$ cat src/rtl/dma_channel_scheduler.sv
// dma_channel_scheduler: four-channel DMA request arbiter and bus-hold sequencer.
// Conditions DREQ/software requests, resolves fixed or rotating priority, runs the
// HRQ/HLDA handshake and drives DACK/Grant/ActiveCh for the channel in service.
//
// state    | meaning
// ---------+-------------------------------------------------------------
// IDLE     | no hold requested, waiting for any effective request
// REQ      | HRQ asserted, winner re-resolved each cycle until HLDA
// SERVE    | bus held, Grant/DACK active for ActiveCh
// RELEASE  | HRQ dropped after service, waiting for the CPU to drop HLDA
module dma_channel_scheduler #(
  parameter int NCH = 4
) (
  input  logic             Clock,
  input  logic             Reset,
  input  logic             Disable,
  input  logic             RotPri,
  input  logic             DreqLow,
  input  logic             DackHigh,
  input  logic [NCH-1:0]   DREQ,
  input  logic [NCH-1:0]   Mask,
  input  logic [NCH-1:0]   SwReqSet,
  input  logic [2*NCH-1:0] ServMode,
  input  logic             HLDA,
  input  logic             XferDone,
  input  logic             TC,
  input  logic             EOPn,
  output logic             HRQ,
  output logic [NCH-1:0]   DACK,
  output logic             Grant,
  output logic [1:0]       ActiveCh,
  output logic [NCH-1:0]   PendingReq,
  output logic [NCH-1:0]   TCSet
);

  typedef enum logic [1:0] {
    ST_IDLE    = 2'd0,
    ST_REQ     = 2'd1,
    ST_SERVE   = 2'd2,
    ST_RELEASE = 2'd3
  } state_t;

  state_t         state_q, state_d;
  logic [NCH-1:0] sw_req_q, sw_req_d;
  logic [1:0]     ptr_q, ptr_d;
  logic [1:0]     active_ch_q, active_ch_d;
  logic           hrq_q, hrq_d;
  logic           grant_q, grant_d;
  logic [NCH-1:0] ack_q, ack_d;
  logic [NCH-1:0] pending_q, pending_d;
  logic [NCH-1:0] tc_set_q, tc_set_d;

  logic [NCH-1:0] active_oh;
  logic [NCH-1:0] next_oh;
  logic [NCH-1:0] raw_req;
  logic [NCH-1:0] req;
  logic [NCH-1:0] sw_clr;
  logic [1:0]     scan_ch;
  logic [1:0]     win_ch;
  logic           win_vld;
  logic [1:0]     cur_mode;
  logic           term_ev;
  logic           serve_exit;

  // Effective request vector; disable keeps only the channel already in service.
  always_comb begin
    active_oh = '0;
    active_oh[active_ch_q] = 1'b1;
    raw_req = ((DREQ ^ {NCH{DreqLow}}) & ~Mask) | sw_req_q;
    if (Disable) begin
      req = (state_q == ST_SERVE) ? (raw_req & active_oh) : '0;
    end else begin
      req = raw_req;
    end
  end

  // Priority resolve: scan upward from ch0 (fixed) or from the rotation pointer.
  always_comb begin
    win_vld = 1'b0;
    win_ch  = 2'd0;
    scan_ch = 2'd0;
    for (int k = 0; k < NCH; k++) begin
      scan_ch = (RotPri ? ptr_q : 2'd0) + k[1:0];
      if (!win_vld && req[scan_ch]) begin
        win_vld = 1'b1;
        win_ch  = scan_ch;
      end
    end
  end

  // Next-state, service termination, software request and registered output logic.
  always_comb begin
    state_d     = state_q;
    active_ch_d = active_ch_q;
    ptr_d       = ptr_q;
    tc_set_d    = '0;
    sw_clr      = '0;
    serve_exit  = 1'b0;
    cur_mode    = ServMode[{active_ch_q, 1'b0} +: 2];
    term_ev     = XferDone & (TC | ~EOPn);

    case (state_q)
      ST_IDLE: begin
        if (|req) state_d = ST_REQ;
      end
      ST_REQ: begin
        if (HLDA && win_vld) begin
          state_d     = ST_SERVE;
          active_ch_d = win_ch;
        end else if (!(|req)) begin
          state_d = HLDA ? ST_RELEASE : ST_IDLE;
        end
      end
      ST_SERVE: begin
        if (!HLDA) begin
          // CPU took the bus back: abandon service without status or rotation.
          state_d = ST_IDLE;
        end else if (XferDone) begin
          if (term_ev) begin
            tc_set_d = active_oh;
            sw_clr   = active_oh;
          end
          case (cur_mode)
            2'b01:   serve_exit = 1'b1;
            2'b00:   serve_exit = term_ev | ~req[active_ch_q];
            default: serve_exit = term_ev;
          endcase
          if (serve_exit) begin
            state_d = ST_RELEASE;
            ptr_d   = active_ch_q + 2'd1;
          end
        end
      end
      ST_RELEASE: begin
        // Going straight to REQ lets HRQ return one cycle after HLDA falls.
        if (!HLDA) state_d = (|req) ? ST_REQ : ST_IDLE;
      end
      default: state_d = ST_IDLE;
    endcase

    next_oh = '0;
    next_oh[active_ch_d] = 1'b1;

    sw_req_d  = (sw_req_q & ~sw_clr) | SwReqSet;
    hrq_d     = (state_d == ST_REQ) || (state_d == ST_SERVE);
    grant_d   = (state_d == ST_SERVE);
    ack_d     = grant_d ? next_oh : '0;
    pending_d = req;
  end

  // State and output registers with synchronous active-low reset.
  always_ff @(posedge Clock) begin
    if (!Reset) begin
      state_q     <= ST_IDLE;
      sw_req_q    <= '0;
      ptr_q       <= 2'd0;
      active_ch_q <= 2'd0;
      hrq_q       <= 1'b0;
      grant_q     <= 1'b0;
      ack_q       <= '0;
      pending_q   <= '0;
      tc_set_q    <= '0;
    end else begin
      state_q     <= state_d;
      sw_req_q    <= sw_req_d;
      ptr_q       <= ptr_d;
      active_ch_q <= active_ch_d;
      hrq_q       <= hrq_d;
      grant_q     <= grant_d;
      ack_q       <= ack_d;
      pending_q   <= pending_d;
      tc_set_q    <= tc_set_d;
    end
  end

  assign HRQ        = hrq_q;
  assign Grant      = grant_q;
  assign ActiveCh   = active_ch_q;
  assign PendingReq = pending_q;
  assign TCSet      = tc_set_q;
  assign DACK       = ack_q ^ {NCH{~DackHigh}};

endmodule

$ cat config.mk
export PLATFORM = sky130hd
export DESIGN_NAME = dma_channel_scheduler
export DESIGN_NICKNAME = d
export VERILOG_FILES = /design/src/rtl/dma_channel_scheduler.sv
export SDC_FILE = /design/constraint.sdc
export NUM_CORES = 1
export LEC_CHECK = 0
export CAP_MARGIN = 20
export CELL_PAD_IN_SITES_DETAIL_PLACEMENT = 0
export CELL_PAD_IN_SITES_GLOBAL_PLACEMENT = 2
export CORE_ASPECT_RATIO = 2
export CORE_UTILIZATION = 26
export DETAILED_ROUTE_END_ITERATION = 6
export GPL_TIMING_DRIVEN = 0
export HOLD_SLACK_MARGIN = 0.15
export PLACE_DENSITY = 0.9
export SYNTH_ARGS = -nofsm -noshare
export SYNTH_HDL_FRONTEND = slang
export SYNTH_SLANG_ARGS = --single-unit
$ cat constraint.sdc
create_clock -name Clock -period 2.6 [get_ports Clock]
set_input_delay 0.39 -clock Clock [delete_from_list [all_inputs] [get_ports Clock]]
set_output_delay 0.39 -clock Clock [all_outputs]
set_load 0.01 [all_outputs]
==> reports/qor.yml <==
yosys:
  yosysTopAreaCellShare_pct: 33.8
  synth_area_per_cell_um2: 8.71
  ys_seq_elements: 24
  syn_area_um2: 1420
  synth_fp_nets: 198
  netlist_instances: 163
  synth_edf_count: 0
  synth_cell_types: 54
  synth.most_common_cell: "dfxtp_1"
  synth_warnings: 0
  synthTopCellsByArea: "dfxtp_1 (34%), nor2_1 (4.8%), inv_1 (4.5%)"
  async_flop_share_pct: 0
  synth_area_leader_cell: "dfxtp_1"
  ys_seq_area_share_pct: 33.8
  synth_flop_cell: "dfxtp_1"
  post_synth_most_frequent_cells: "dfxtp_1 (24), nor2_1 (18), inv_1 (17)"
finish:
  fin_util_pct: 42.7
  fillers: 564
  nets: 258
  antenna_cells: 0
  drive_above_1_share_pct: 22.5
  fin_cells: 280
  area_delta_synth_final_pct: 55.8
outcome:
  status: "completed"
floorplanning:
  dieArea_um2: 5780
  ios: 46
  die_w_um: 54.3
  die_y_um: 107
  start_util_pct: 27.4
  num_rows: 37
  core-area_um2: 5180
place:
  dp_slack_ns: -0.736
  post-place-cells: 265
  dp_hpwl_um: 3370
  place_congestion: 0.945
  port_buffers: 44
timing:
  period_needed_ns: 2.51
  setup_violations: 0
  hold_ws_ns: 0.505
  rsz0062_at_grt: "yes"
  slew_headroom_pct: 65.1
  fin_tns_setup_ns: 0
  finalHoldViolCount: 0
  setup_slack_ns: 0.0905
  period_share_pct: 96.5
  fmax_mhz: 398
  skew_ns: 0.00134
  tightest_slew_ns: 0.523
  slew_violations: 0
pwr:
  cellPowerDensity_nw_per_um2: 452
  swShare_pct: 26.8
  power_frac_clock_pct: 33.1
  pwr-share-seq_pct: 40.0
  irDropWorstVdd_uv: 298
  pwr-share-comb_pct: 26.9
  p_switching_w: 0.000268
  power.leakage_nw: 0.904
  p_int_w: 0.000732
grt:
  grt_pass1_wl_um: 6830
  grt-busiest-layer: "met2"
  met1_usage_pct: 14.8
  gr-total-overflow: 0
  grt_pass1_vias: 1497
  grt_usage_pct: 16.2
  antenna_found_initial: 0
  grt_use_met2_pct: 31.2
  grt_max_degree: 15
  use_met3_pct: 1.43
detailed_routing:
  wl_per_cell_um: 15.3
  postRouteAntennaNets: 0
  dr.pass1.iters: 4
  via_per_inst: 5.21
  wl_um: 4290
  drt_iter0_drc: 13
  vias: 1460
  drc: 0
setup_path:
  path_max_fanout: 10
  required_ns: 2.77
  critPathCaptureType: "flip-flop"
  startpoint_type: "input pin"
  cp.arrival_ns: 2.68
  critical_path_class: "input pin to flip-flop"
  reg2reg_slack_ns: 0.12
clocking:
  cts.clk_slew.worst_paths_ns: 0.09
  insertion_delay_ns: 0.27
  hold_buffers: 0
  cts_tree: "yes"
  clock-sinks: 24
  h-tree-depth: 1
  cts_buffers: 3
  clockRootBuffer: "clkbuf_8"
  clock_path_buffers: 2
job:
  max-cap-violations: 0
worst_hold_path:
  min_path_type: "flip-flop to flip-flop"
## kinds of logic (layout without fill, tap and decap cells)
group | count (synthesis) | count (layout) | synth area share [%]
XOR/XNOR | 8 | 8 | 4.93
AND/OR/NAND/NOR | 50 | 50 | 19.7
adder cells (fa/ha/maj) | 5 | 5 | 4.41
AO/OA/AOI/OAI | 50 | 50 | 27.0
multiplexers | 4 | 4 | 3.17
flip-flops | 24 | 24 | 33.8
buffers and inverters | 22 | 81 | 6.96
## cell type report
| class | count | area (um2) | area share (%) |
|---|---|---|---|
| multi-input cells | 117 | 947 | 42.8 |
| inverters | 17 | 66.3 | 3.00 |
| repair buffers | 55 | 523 | 23.6 |
| flip-flops and latches | 24 | 488 | 22.1 |
| clock inverters | 1 | 30.0 | 1.36 |
| well taps | 58 | 72.6 | 3.28 |
| plain buffers | 5 | 43.8 | 1.98 |
| clock buffers | 3 | 41.3 | 1.87 |
## path summary, 6_finish.rpt
path,from,end,cells past startpoint
worst max-delay path,Disable,ack_q[3]$_SDFF_PN0_,12
worst min-delay path,sw_req_q[2]$_SDFF_PN0_,sw_req_q[2]$_SDFF_PN0_,2
worst max register to register,ActiveCh[0]$_SDFF_PN0_,ack_q[1]$_SDFF_PN0_,9
worst min register to register,sw_req_q[2]$_SDFF_PN0_,sw_req_q[2]$_SDFF_PN0_,2
## critical path: stages
cell	delay, ns
clkdlybuf4s50_1	0.51
clkbuf_8	0.19
inv_2	0.08
a21oi_4	0.18
nor2_2	0.09
nor4_4	0.37
mux2i_1	0.12
a22o_1	0.21
ha_1	0.22
nand2_2	0.10
inv_1	0.06
and3_1	0.16
## power by group through the flow
stage	clock [W]	sequential (W)	combinational [W]
3_5_place_dp	0	0.000410	0.000227
6_report	0.000331	0.000400	0.000269
3_3_place_gp	0	0.000410	0.000226
4_1_cts	0.000336	0.000402	0.000250
5_1_grt	0.000357	0.000403	0.000290
2_1_floorplan	0	0.000410	0.000121
## metal layers
| layer | share of wire [%] | up-vias |
|---|---|---|
| li1 | - | 701 |
| met1 | 32 | 706 |
| met2 | 60 | 38 |
| met3 | 2.8 | 15 |
| met4 | 4.6 | 0 |
| met5 | 0 | - |
## placed cells by master, fill, tap and decap left out, types with 3 or more instances in the layout
master           count
o21ai_1              3
ha_1                 4
nor3_1               4
clkdlybuf4s50_1     41
xor2_1               3
nor2_1              17
clkbuf_8             4
a211o_2              3
nand2_1              4
nand3b_1             3
o21ai_0              5
buf_4               11
dfxtp_1             22
mux2i_1              3
xnor2_1              4
a211oi_1             4
inv_1               14
a21oi_1              8
## sequential cells by signal (all words and copies together), names as in the netlist
name	cells
Grant	1
TCSet	4
HRQ	1
ack_q	4
ActiveCh	2
state_q	2
ptr_q	2
sw_req_q	4
PendingReq	4
## metrics by stage
step	area, um2	power, W
4_1_cts	2120	0.000988
2_1_floorplan	1420	0.000531
6_report	2210	0.00100
3_5_place_dp	1930	0.000637
3_3_place_gp	1930	0.000636
5_1_grt	2210	0.00105
## repair_timing
item,in CTS,in global routing
buffers inserted,6,5
resized for setup,19,11
endpoints found under the setup margin,10,5
pin swaps,4,10
Power figures use the tool's default switching activity.
